File: config.mk
export PLATFORM = sky130hd
export DESIGN_NAME = ahb3lite_imem_responder
export DESIGN_NICKNAME = d
export VERILOG_FILES = /design/src/rtl/ahb3lite_imem_responder.sv
export SDC_FILE = /design/constraint.sdc
export NUM_CORES = 1
export LEC_CHECK = 0
export CAP_MARGIN = 30
export CORE_UTILIZATION = 60
export DETAILED_ROUTE_END_ITERATION = 7
export HOLD_SLACK_MARGIN = 0.1
export PLACE_DENSITY = 0.94
export SKIP_LAST_GASP = 1
export SLEW_MARGIN = 15
export SYNTH_ARGS = -nofsm -noshare
export SYNTH_HDL_FRONTEND = slang
export SYNTH_SLANG_ARGS = --single-unit
File: constraint.sdc
create_clock -name clk -period 17.05 [get_ports clk]
set_clock_uncertainty 0.2 [all_clocks]
set_input_delay 1.705 -clock clk [delete_from_list [all_inputs] [get_ports clk]]
set_output_delay 1.705 -clock clk [all_outputs]
set_load 0.05 [all_outputs]
File: src/rtl/ahb3lite_imem_responder.sv
// AHB3-Lite read-only instruction-memory responder for a fetch port.
// Returns a sourced instruction per fetch after programmable wait states and logs completed fetches.
module ahb3lite_imem_responder #(
  parameter logic [31:0] BASE_ADDR  = 32'h0000_0000,
  parameter logic [31:0] MEM_SIZE   = 32'h0001_0000,
  parameter int          LOG_DEPTH  = 8,
  parameter logic [31:0] RESET_DATA = 32'h0000_0013
) (
  input  logic        clk,
  input  logic        rst_n,
  input  logic        HSEL,
  input  logic [31:0] HADDR,
  input  logic [1:0]  HTRANS,
  input  logic        HWRITE,
  input  logic [2:0]  HSIZE,
  input  logic        HREADY,
  output logic [31:0] HRDATA,
  output logic        HREADYOUT,
  output logic        HRESP,
  input  logic [31:0] src_instr_i,
  input  logic [3:0]  wait_cfg_i,
  output logic        log_valid_o,
  output logic [31:0] log_addr_o,
  output logic [31:0] log_instr_o,
  input  logic        log_ready_i,
  output logic        log_full_o,
  output logic        log_overflow_o
);

  // state | meaning
  // IDLE  | no data phase pending, zero-wait OKAY
  // WAIT  | inserting wait states, cnt counts down to 1
  // DONE  | OKAY data phase with latched instruction, log push
  // ERR1  | first ERROR cycle (HREADYOUT low)
  // ERR2  | second ERROR cycle, new accepts ignored
  typedef enum logic [2:0] {S_IDLE, S_WAIT, S_DONE, S_ERR1, S_ERR2} state_t;

  localparam int AW = $clog2(LOG_DEPTH);
  localparam logic [AW-1:0] PTR_ONE  = AW'(1);
  localparam logic [AW:0]   CNT_ONE  = (AW+1)'(1);
  localparam logic [AW:0]   CNT_FULL = (AW+1)'(LOG_DEPTH);

  state_t      state_q, state_d;
  logic [3:0]  cnt_q, cnt_d;
  logic        load;
  logic [31:0] addr_q, instr_q, rdata_q;
  logic        accept, illegal;
  logic [32:0] addr_ext, win_lo, win_hi;

  assign accept   = HSEL & HREADY & HTRANS[1];
  // 33-bit window bounds so a window ending exactly at 2^32 stays legal
  assign addr_ext = {1'b0, HADDR};
  assign win_lo   = {1'b0, BASE_ADDR};
  assign win_hi   = {1'b0, BASE_ADDR} + {1'b0, MEM_SIZE};
  assign illegal  = HWRITE
                  | (HSIZE > 3'd2)
                  | ((HSIZE == 3'd1) & HADDR[0])
                  | ((HSIZE == 3'd2) & (|HADDR[1:0]))
                  | (addr_ext < win_lo)
                  | (addr_ext >= win_hi);

  always_comb begin
    state_d = state_q;
    cnt_d   = cnt_q;
    load    = 1'b0;
    case (state_q)
      S_IDLE, S_DONE: begin
        state_d = S_IDLE;
        if (accept) begin
          load = 1'b1;
          if (illegal)                 state_d = S_ERR1;
          else if (wait_cfg_i == 4'd0) state_d = S_DONE;
          else begin
            state_d = S_WAIT;
            cnt_d   = wait_cfg_i;
          end
        end
      end
      S_WAIT: begin
        if (cnt_q == 4'd1) state_d = S_DONE;
        else               cnt_d   = cnt_q - 4'd1;
      end
      S_ERR1:  state_d = S_ERR2;
      S_ERR2:  state_d = S_IDLE;
      default: state_d = S_IDLE;
    endcase
  end

  always_ff @(posedge clk or negedge rst_n) begin
    if (!rst_n) begin
      state_q <= S_IDLE;
      cnt_q   <= 4'd0;
      addr_q  <= 32'd0;
      instr_q <= 32'd0;
      rdata_q <= RESET_DATA;
    end else begin
      state_q <= state_d;
      cnt_q   <= cnt_d;
      if (load) begin
        addr_q  <= HADDR;
        instr_q <= src_instr_i;
      end
      if (state_q == S_DONE) rdata_q <= instr_q;
    end
  end

  assign HREADYOUT = !((state_q == S_WAIT) || (state_q == S_ERR1));
  assign HRESP     = (state_q == S_ERR1) || (state_q == S_ERR2);
  assign HRDATA    = (state_q == S_DONE) ? instr_q : rdata_q;

  logic [63:0]   log_mem [LOG_DEPTH];
  logic [AW-1:0] wr_ptr_q, rd_ptr_q;
  logic [AW:0]   count_q;
  logic          push, pop, push_ok;

  assign push    = (state_q == S_DONE);
  assign pop     = log_valid_o & log_ready_i;
  // a pop in the same cycle frees the slot, so a push into a full FIFO still lands
  assign push_ok = push & (!log_full_o | pop);

  always_ff @(posedge clk or negedge rst_n) begin
    if (!rst_n) begin
      wr_ptr_q       <= '0;
      rd_ptr_q       <= '0;
      count_q        <= '0;
      log_overflow_o <= 1'b0;
    end else begin
      if (push_ok) wr_ptr_q <= wr_ptr_q + PTR_ONE;
      if (pop)     rd_ptr_q <= rd_ptr_q + PTR_ONE;
      case ({push_ok, pop})
        2'b10:   count_q <= count_q + CNT_ONE;
        2'b01:   count_q <= count_q - CNT_ONE;
        default: count_q <= count_q;
      endcase
      if (push & !push_ok) log_overflow_o <= 1'b1;
    end
  end

  always_ff @(posedge clk) begin
    if (push_ok) log_mem[wr_ptr_q] <= {addr_q, instr_q};
  end

  assign log_valid_o = (count_q != '0);
  assign log_full_o  = (count_q == CNT_FULL);
  assign log_addr_o  = log_mem[rd_ptr_q][63:32];
  assign log_instr_o = log_mem[rd_ptr_q][31:0];

endmodule

Word-level counts from Yosys, hierarchy flattened:

Memory sizes are Yosys's and may differ from the RTL's.
Cells that the tools add are included.

* $add $sub $neg: 5
* multipliers: 0
* divide/modulo/power cells: 0
* magnitude comparators: 3
* eq/ne operators: 15
* shift-type cells: 0
* muxes and demuxes: 16
* bitwise gates (word level): 13
* reductions and logical operators: 13

Operator list (count)
* greater-or-equal comparator 32 x 17 -> 1 bit, second input constant: 1
* < comparator 32 x 1 -> 1 bit, second input constant: 1
* 2-to-1 mux 32 bit: 1
* 2-to-1 mux 4 bit: 4
* one-hot mux 4 bit (2 select lines): 2
* inequality test 2 bit, second input constant: 5
* equality test 3 x 2 -> 1 bit, second input constant: 3
* one-hot mux 3 bit (3 select lines): 1
* subtractor 4 x 1 -> 4 bit, second input constant: 2
* bitwise AND 1 bit: 7
* adder 3 x 1 -> 3 bit, second input constant: 2
* equality test 3 x 1 -> 1 bit, second input constant: 2
* 2-to-1 mux 2 bit: 3
* bitwise OR 1 bit: 6
* AND reduction 5 bit: 1
* adder 4 x 1 -> 4 bit, second input constant: 1
* equality test 4 x 1 -> 1 bit, second input constant: 1
* equality test 4 bit, second input constant: 1
* logical NOT 4 bit: 1
* 2-to-1 mux 1 bit: 4
* nonzero test 2 bit: 2
* nonzero test 4 bit: 1
* OR reduction 2 bit: 2
* equality test 3 bit, second input constant: 1
* other kinds (7): 10

* register bits: 114
* bits in latches: 0
* RAM bits: 512
* memory bits (read-only): 0
* input port bits: 79
* output and inout bits: 101
* memories kept: 1

Memory list
* log_mem: words 8, bits a word 64, read ports 1, clocked after memory_dff 0, write ports 1, RTL line 111 `logic [63:0] log_mem [LOG_DEPTH];`

Longest topological paths before layout:

Gate-level depths: netlist of the first run.

* depth in word-level cells: 9
* depth in mapped cells: 9
* depth with buffers taken out: 9

Worst setup path before layout of the first run:

No wires, ideal clock.

* path type: input -> register
* start: in log_ready_i
* end: mem log_mem[0][0] (enable)
* setup time: 644 ps
* arrival time: 8050 ps
* path slack: 8156 ps
* stages: 3
* path buffers: 0
* cell sequence: nor3b_1 > nand2b_2 > nor4_1

* longest elaborated chain between the ends: 5

Ends and longest elaborated chain
* start, declared: RTL line 25 `input logic log_ready_i,`
* bitwise AND 1 bit: RTL line 117 `assign pop = log_valid_o & log_ready_i;`
* bitwise OR 1 bit: RTL line 119 `assign push_ok = push & (!log_full_o | pop);`
* bitwise AND 1 bit: RTL line 119
* 2-to-1 mux 1 bit: RTL line 140 `if (push_ok) log_mem[wr_ptr_q] <= {addr_q, instr_q};`
* 2-to-1 mux 1 bit (implied by the code): RTL line 140
* end, declared: RTL line 111

Every way passes these cells.

Worst setup path after layout of the first run:

* start: reg rd_ptr_q[0]
* end: out log_addr_o[16]

* longest elaborated chain between the ends: 1

Ends and longest elaborated chain
* start, declared: RTL line 112 `logic [AW-1:0] wr_ptr_q, rd_ptr_q;`
* start signal, assigned: RTL line 129 `if (pop) rd_ptr_q <= rd_ptr_q + PTR_ONE;`
* memory read (8 x 64 bit)
* end, declared: RTL line 23 `output logic [31:0] log_addr_o,`

Every way passes these cells.

==> metrics.txt, run 1 <==
CP Launch Type=flop; Chip Height=202 µm; die width=202 µm; PortBufs=178; clock root cell=clkbuf_16; post-CTS sizing=0; hold crit path type=flop to flop; Synth area leader=edfxtp_1; TritonCTS clock tree=built; largest net degree at the start of global routing=69; number of H-tree levels=2; Yosys warning count=0; number of setup buffers added after CTS=0; outcome=complete, no violations; Overflow after GRT=0; overall routed net length=between 50000 and 60000 µm; area grow syn2layout=19.5%; Peak VDD IR=0.150 mV; Seq cells post-synth=626; post-synthesis sequential area ratio=76.3%; vias in the first global route=between 10k and 15k; fin nets=1432; Design Area, Final=0.0285 mm²; Tmin final=around 5800 ps; worst-path maximum fanout=32; vias=approximately 12k; CTS Hold Bufs=0; I/O pin count=between 150 and 200; worst setup margin=11220 ps; Max-Cap Viols=0; Initial DRT Pass Iterations=5; setup TNS=0 ps; most frequent cells in the layout=edfxtp_1, clkdlybuf4s50_1, mux4_2; DP Wirelength=27800 µm; clk slew on worst S/H paths=60 ps; prevailing post-synth register cell=edfxtp_1; Post-Syn Area=0.0239 mm²; Post-Syn Instances=1129; pre-CTS WS=11580 ps; worst hold slack=262 ps; synthesized area per cell=21.2 µm²; Final Max Tran Viols=0; Mapped Nets=1215; synth unique cells=42; Overall Global Routing Usage=25.9%; Slew headroom=38.6%; share of layout cells above drive strength 1=26.5%; commonest non-fill, non-tap cell in the layout=edfxtp_1; DP Area=between 0.02 and 0.03 mm²; Iter 0 DRT Violations=930; non-filler instance count after layout=1913; antenna cells=0; endpoint class of the critical path=primary output; first-pass GRT wire length=between 70000 and 80000 µm; Power Total=5.17 mW; Post-route DRC=0; DR vias/cell=~6; cell area power density=181 mW/mm²; Starting Density=61.4%; top cell type's share of synthesized area=about 64%; synth top area cells=edfxtp_1, mux4_2, dfrtp_1, mux2_2, mux2_1; Post-synth EDFFs=512; die area=0.0406 mm²; Fill cells=2119; final hold vios=0; ANT nets after route=0; Post-Route Utilization=73.3%; clk_lat worst skew=~600 ps; critical path type=flop to primary output; fmax=172 MHz; Routed WL per cell=26.8 µm; Crit path required time=between 15000 and 20000 ps; Placer Congestion=roughly 0.74; row count=72; core area=between 0.03 and 0.04 mm²; deepest clock path buffer count=3; worst slew pin tran=917 ps; clock sinks=626; RSZ-0062 raised after global routing=false; Async SR Flop Fraction=18.2%; Num CTS Buffers=58; final setup vio count=0; Static Leak=9.76 nW; final worst path period share=34.2%; initial antenna violation count=0; placed cell count=1802; crit path DAT=3920 ps
-- flip-flops by register name, indices dropped and copies added (netlist names) --
signal          cells
addr_q             32
cnt_q               4
count_q             4
state_q             3
rdata_q            32
wr_ptr_q            3
instr_q            32
rd_ptr_q            3
log_mem           512
log_overflow_o      1
-- where the power goes --
part	total, mW	leakage [nW]	internal [mW]	switching [mW]
combinational	1.74	2.75	0.727	1.01
sequential	2.04	6.00	1.86	0.171
clock	1.40	1.01	0.841	0.554
total	5.17	9.76	3.43	1.74
-- synthesized netlist by cell type (3+ instances only) --
master      n
a21o_1      4
a21oi_1     6
buf_1      10
buf_2      18
buf_6       6
clkbuf_1   15
dfrtp_1   111
dfstp_2     3
edfxtp_1  512
ha_1        6
inv_1       6
mux2_1     42
mux2_2     91
mux4_2    128
nand2_1   106
nand2b_1    3
nand3_1     3
nor2_1     12
nor3_1      9
nor4_1      5
xnor2_1     8
-- cells by family (layout without fill, tap and decap cells) --
kind of cell	after synthesis	in the layout	synth area share, %
xor+xnor	8	8	0.293
buf+inv	55	321	1.15
fa+ha+maj	7	7	0.398
mux	263	263	18.4
simple gates	152	152	2.85
compound gates	18	18	0.550
flops	626	626	76.3
-- critical path: stages, from the launching register on --
cell	delay, ps
dfrtp_4	490
buf_4	370
buf_16	300
buf_4	520
mux4_2	590
mux2_2	290
clkdlybuf4s50_1	750
-- cell type report --
class / instances / area (µm²) / area share, %
Timing Repair Buffer: 206 / 2090 / 7.34
Inverter: 6 / 22.5 / 0.0789
Clock buffer: 69 / 1580 / 5.52
Tap cell: 518 / 648 / 2.27
Clock inverter: 40 / 517 / 1.81
Multi-Input combinational cell: 448 / 5430 / 19.0
Sequential cell: 626 / 18200 / 63.9
-- per-layer routing --
layer | track usage, % | share of wire, %
met5 | 0 | 0
met4 | 7.95 | 2.3
met2 | 45.9 | 53
met3 | 4.83 | 6.6
met1 | 32.5 | 38
-- path summary, 6_finish.rpt --
check                                           startpoint                    endpoint  slack (ps)  cells past startpoint
min in group asynchronous                            rst_n       rdata_q[19]$_DFF_PN0_         850                      1
worst max-delay path               rd_ptr_q[0]$_DFFE_PN0P_              log_addr_o[16]       11220                      6
worst min-delay path            log_overflow_o$_DFFE_PN0P_  log_overflow_o$_DFFE_PN0P_         260                      1
max in group asynchronous                            rst_n     rd_ptr_q[0]$_DFFE_PN0P_       14730                      3
worst min register to register  log_overflow_o$_DFFE_PN0P_  log_overflow_o$_DFFE_PN0P_         260                      1
worst max register to register      state_q[2]$_DFFE_PN0P_    log_mem[5][42]$_DFFE_PP_       13090                      6
No activity file was read; power rests on OpenSTA's default activity.
==> run 2: changes to the inputs <==
--- a/config.mk
+++ b/config.mk
@@ -6,10 +6,10 @@
 export NUM_CORES = 1
 export LEC_CHECK = 0
 export CAP_MARGIN = 30
-export CORE_UTILIZATION = 60
+export CORE_UTILIZATION = 58
 export DETAILED_ROUTE_END_ITERATION = 7
 export HOLD_SLACK_MARGIN = 0.1
-export PLACE_DENSITY = 0.94
+export PLACE_DENSITY = 0.91
 export SKIP_LAST_GASP = 1
 export SLEW_MARGIN = 15
 export SYNTH_ARGS = -nofsm -noshare
==> constraint.sdc (replaced) <==
create_clock -name clk -period 6 [get_ports clk]
set_clock_uncertainty 0.2 [all_clocks]
set_input_delay 0.6 -clock clk [delete_from_list [all_inputs] [get_ports clk]]
set_output_delay 0.6 -clock clk [all_outputs]
set_load 0.05 [all_outputs]
==> metrics.txt, run 2 (same netlist as run 1, synthesis figures left out) <==
fmax=roughly 230 MHz; critical path type=flop to primary output; share of layout cells above drive strength 1=25.7% (-0.71 points); PortBufs=178 (unchanged); outcome=complete, no violations; Design Area, Final=0.0284 mm² (-0.50%); CP Launch Type=flop; Tmin final=around 4300 ps; most frequent cells in the layout=edfxtp_1, clkdlybuf4s50_1, mux4_2; final worst path period share=a little under three quarters; DP Area=0.0264 mm² (about the same); hold crit path type=flop to flop; crit path DAT=3500 ps (-420 ps); Overflow after GRT=0 (unchanged); number of H-tree levels=2 (unchanged); commonest non-fill, non-tap cell in the layout=edfxtp_1; worst slew pin tran=935 ps (+17.6 ps); cell area power density=507 mW/mm² (+180%); Slowest-stage cell, CP=dfrtp_4; row count=73 (+1.4%); placed cell count=1807 (+0.28%); vias=11.5k (-1.4%); worst-path maximum fanout=82 (+160%); Biggest register=log_mem; worst setup margin=1700 ps (-9520 ps); met1 Usage GRT=32.1% (-0.34 points); Static Leak=9.70 nW (-0.67%); I/O pin count=180 (unchanged); Overall Global Routing Usage=24.4% (-1.5 points); clk slew on worst S/H paths=60 ps (about the same); initial antenna violation count=1 (+1); largest net degree at the start of global routing=83 (+20%); Final Max Tran Viols=0 (unchanged); Fill cells=2336 (+10%); clock root cell=clkbuf_16; Max-Cap Viols=0 (unchanged); Crit path required time=5200 ps (-9940 ps); Starting Density=59.4% (-1.9 points); Placer Congestion=0.756 (+2.6%); final setup vio count=0 (unchanged); Chip Height=205 µm (+1.7%); number of setup buffers added after CTS=0 (unchanged); vias in the first global route=12.5k (-2.3%); endpoint class of the critical path=primary output; Post-route DRC=0 (unchanged); antenna cells=0 (unchanged); pre-CTS WS=2130 ps (-9450 ps); ANT nets after route=0 (unchanged); CP Buf/Inv Count=2 (-2); worst hold slack=269 ps (+7.80 ps); M3 GR Usage=4.22% (-0.61 points); clk_lat worst skew=600 ps (about the same); deepest clock path buffer count=3 (unchanged); TritonCTS clock tree=built; clock sinks=626 (unchanged); max FFs per register=512 (unchanged); Routed WL per cell=25.6 µm (-4.5%); Iter 0 DRT Violations=911 (-2.0%); core area=0.0402 mm² (+3.3%); final hold vios=0 (unchanged); first-pass GRT wire length=74300 µm (-2.6%); DR vias/cell=6.00 (-1.6%); die width=205 µm (+1.7%); die area=0.0420 mm² (+3.4%); RSZ-0062 raised after global routing=false; Post-Route Utilization=70.6% (-2.7 points); overall routed net length=49000 µm (-4.3%); post-CTS sizing=0 (unchanged); area grow syn2layout=18.9%; DP Wirelength=27100 µm (-2.6%); global-route layer with the greatest usage=met2; delay-heaviest family, CP=buffers and inverters; slowest stage delay, CP=920 ps (+170 ps); non-filler instance count after layout=1916 (+0.16%); M2 GR Usage=41.8% (-4.1 points); Cell Chain, Critical Path=buf_12 -> mux4_2 -> mux2_2 -> clkdlybuf4s50_1; fin nets=1429 (-0.21%); Initial DRT Pass Iterations=5 (unchanged); Num CTS Buffers=58 (unchanged); Peak VDD IR=0.558 mV (+270%); Slew headroom=37.5% (-1.2 points)
run 2: cell count changes in the layout (fill, tap and decap cells not counted), moves of 2 or more:
cell / before / now
clkinv_1: 8 / 5
bufinv_16: 12 / 6
buf_4: 23 / 19
clkinvlp_4: 6 / 1
buf_12: 0 / 4
clkbuf_8: 4 / 11
clkbuf_1: 5 / 14
buf_16: 5 / 0
inv_6: 2 / 0
run 2: final timing paths:
path | start | endpoint | slack (ps) | cells past startpoint
min in group asynchronous | rst_n | rdata_q[17]$_DFF_PN0_ | 360 | 2
max | rd_ptr_q[1]$_DFFE_PN0P_ | log_addr_o[23] | 1700 | 4
min reg2reg | log_overflow_o$_DFFE_PN0P_ | log_overflow_o$_DFFE_PN0P_ | 270 | 1
min | log_overflow_o$_DFFE_PN0P_ | log_overflow_o$_DFFE_PN0P_ | 270 | 1
max reg2reg | state_q[2]$_DFFE_PN0P_ | log_mem[6][52]$_DFFE_PP_ | 2190 | 6
max in group asynchronous | rst_n | addr_q[2]$_DFFE_PN0P_ | 4040 | 3
run 2: final cells by class:
class	count	area, µm²	share of cell area [%]
tap	525	657	2.31
clock buffer	86	1730	6.10
timing repair buffer	203	2030	7.15
clock inverter	22	256	0.904
inverter	6	22.5	0.0793
multi-input combinational	448	5450	19.2
sequential	626	18200	64.3
run 2: where the power goes:
part	switching [mW]	internal, mW	total [mW]	leakage, nW
registers	0.526	5.30	5.82	6.00
logic	2.78	2.03	4.82	2.72
clock network	1.52	2.24	3.76	0.979
run 2: routing by layer:
| metal | vias up | routed length [µm] |
|---|---|---|
| met5 | - | 13 |
| met4 | 2 | 1140 |
| met3 | 79 | 2880 |
| met2 | 442 | 25600 |
| met1 | 6012 | 19400 |
| li1 | 4955 | - |
run 2: through the flow:
step           TNS [ps]  power, mW
2_1_floorplan    -39150       9.21
6_report              0       14.4
4_1_cts               0       14.5
3_5_place_dp          0       10.7
5_1_grt               0       14.9
3_3_place_gp          0       10.6
run 2: what timing repair did:
item,4_1_cts,5_1_grt
endpoints found under the setup margin,0,0
hold buffers,1,0
hold endpoints to repair,64,0
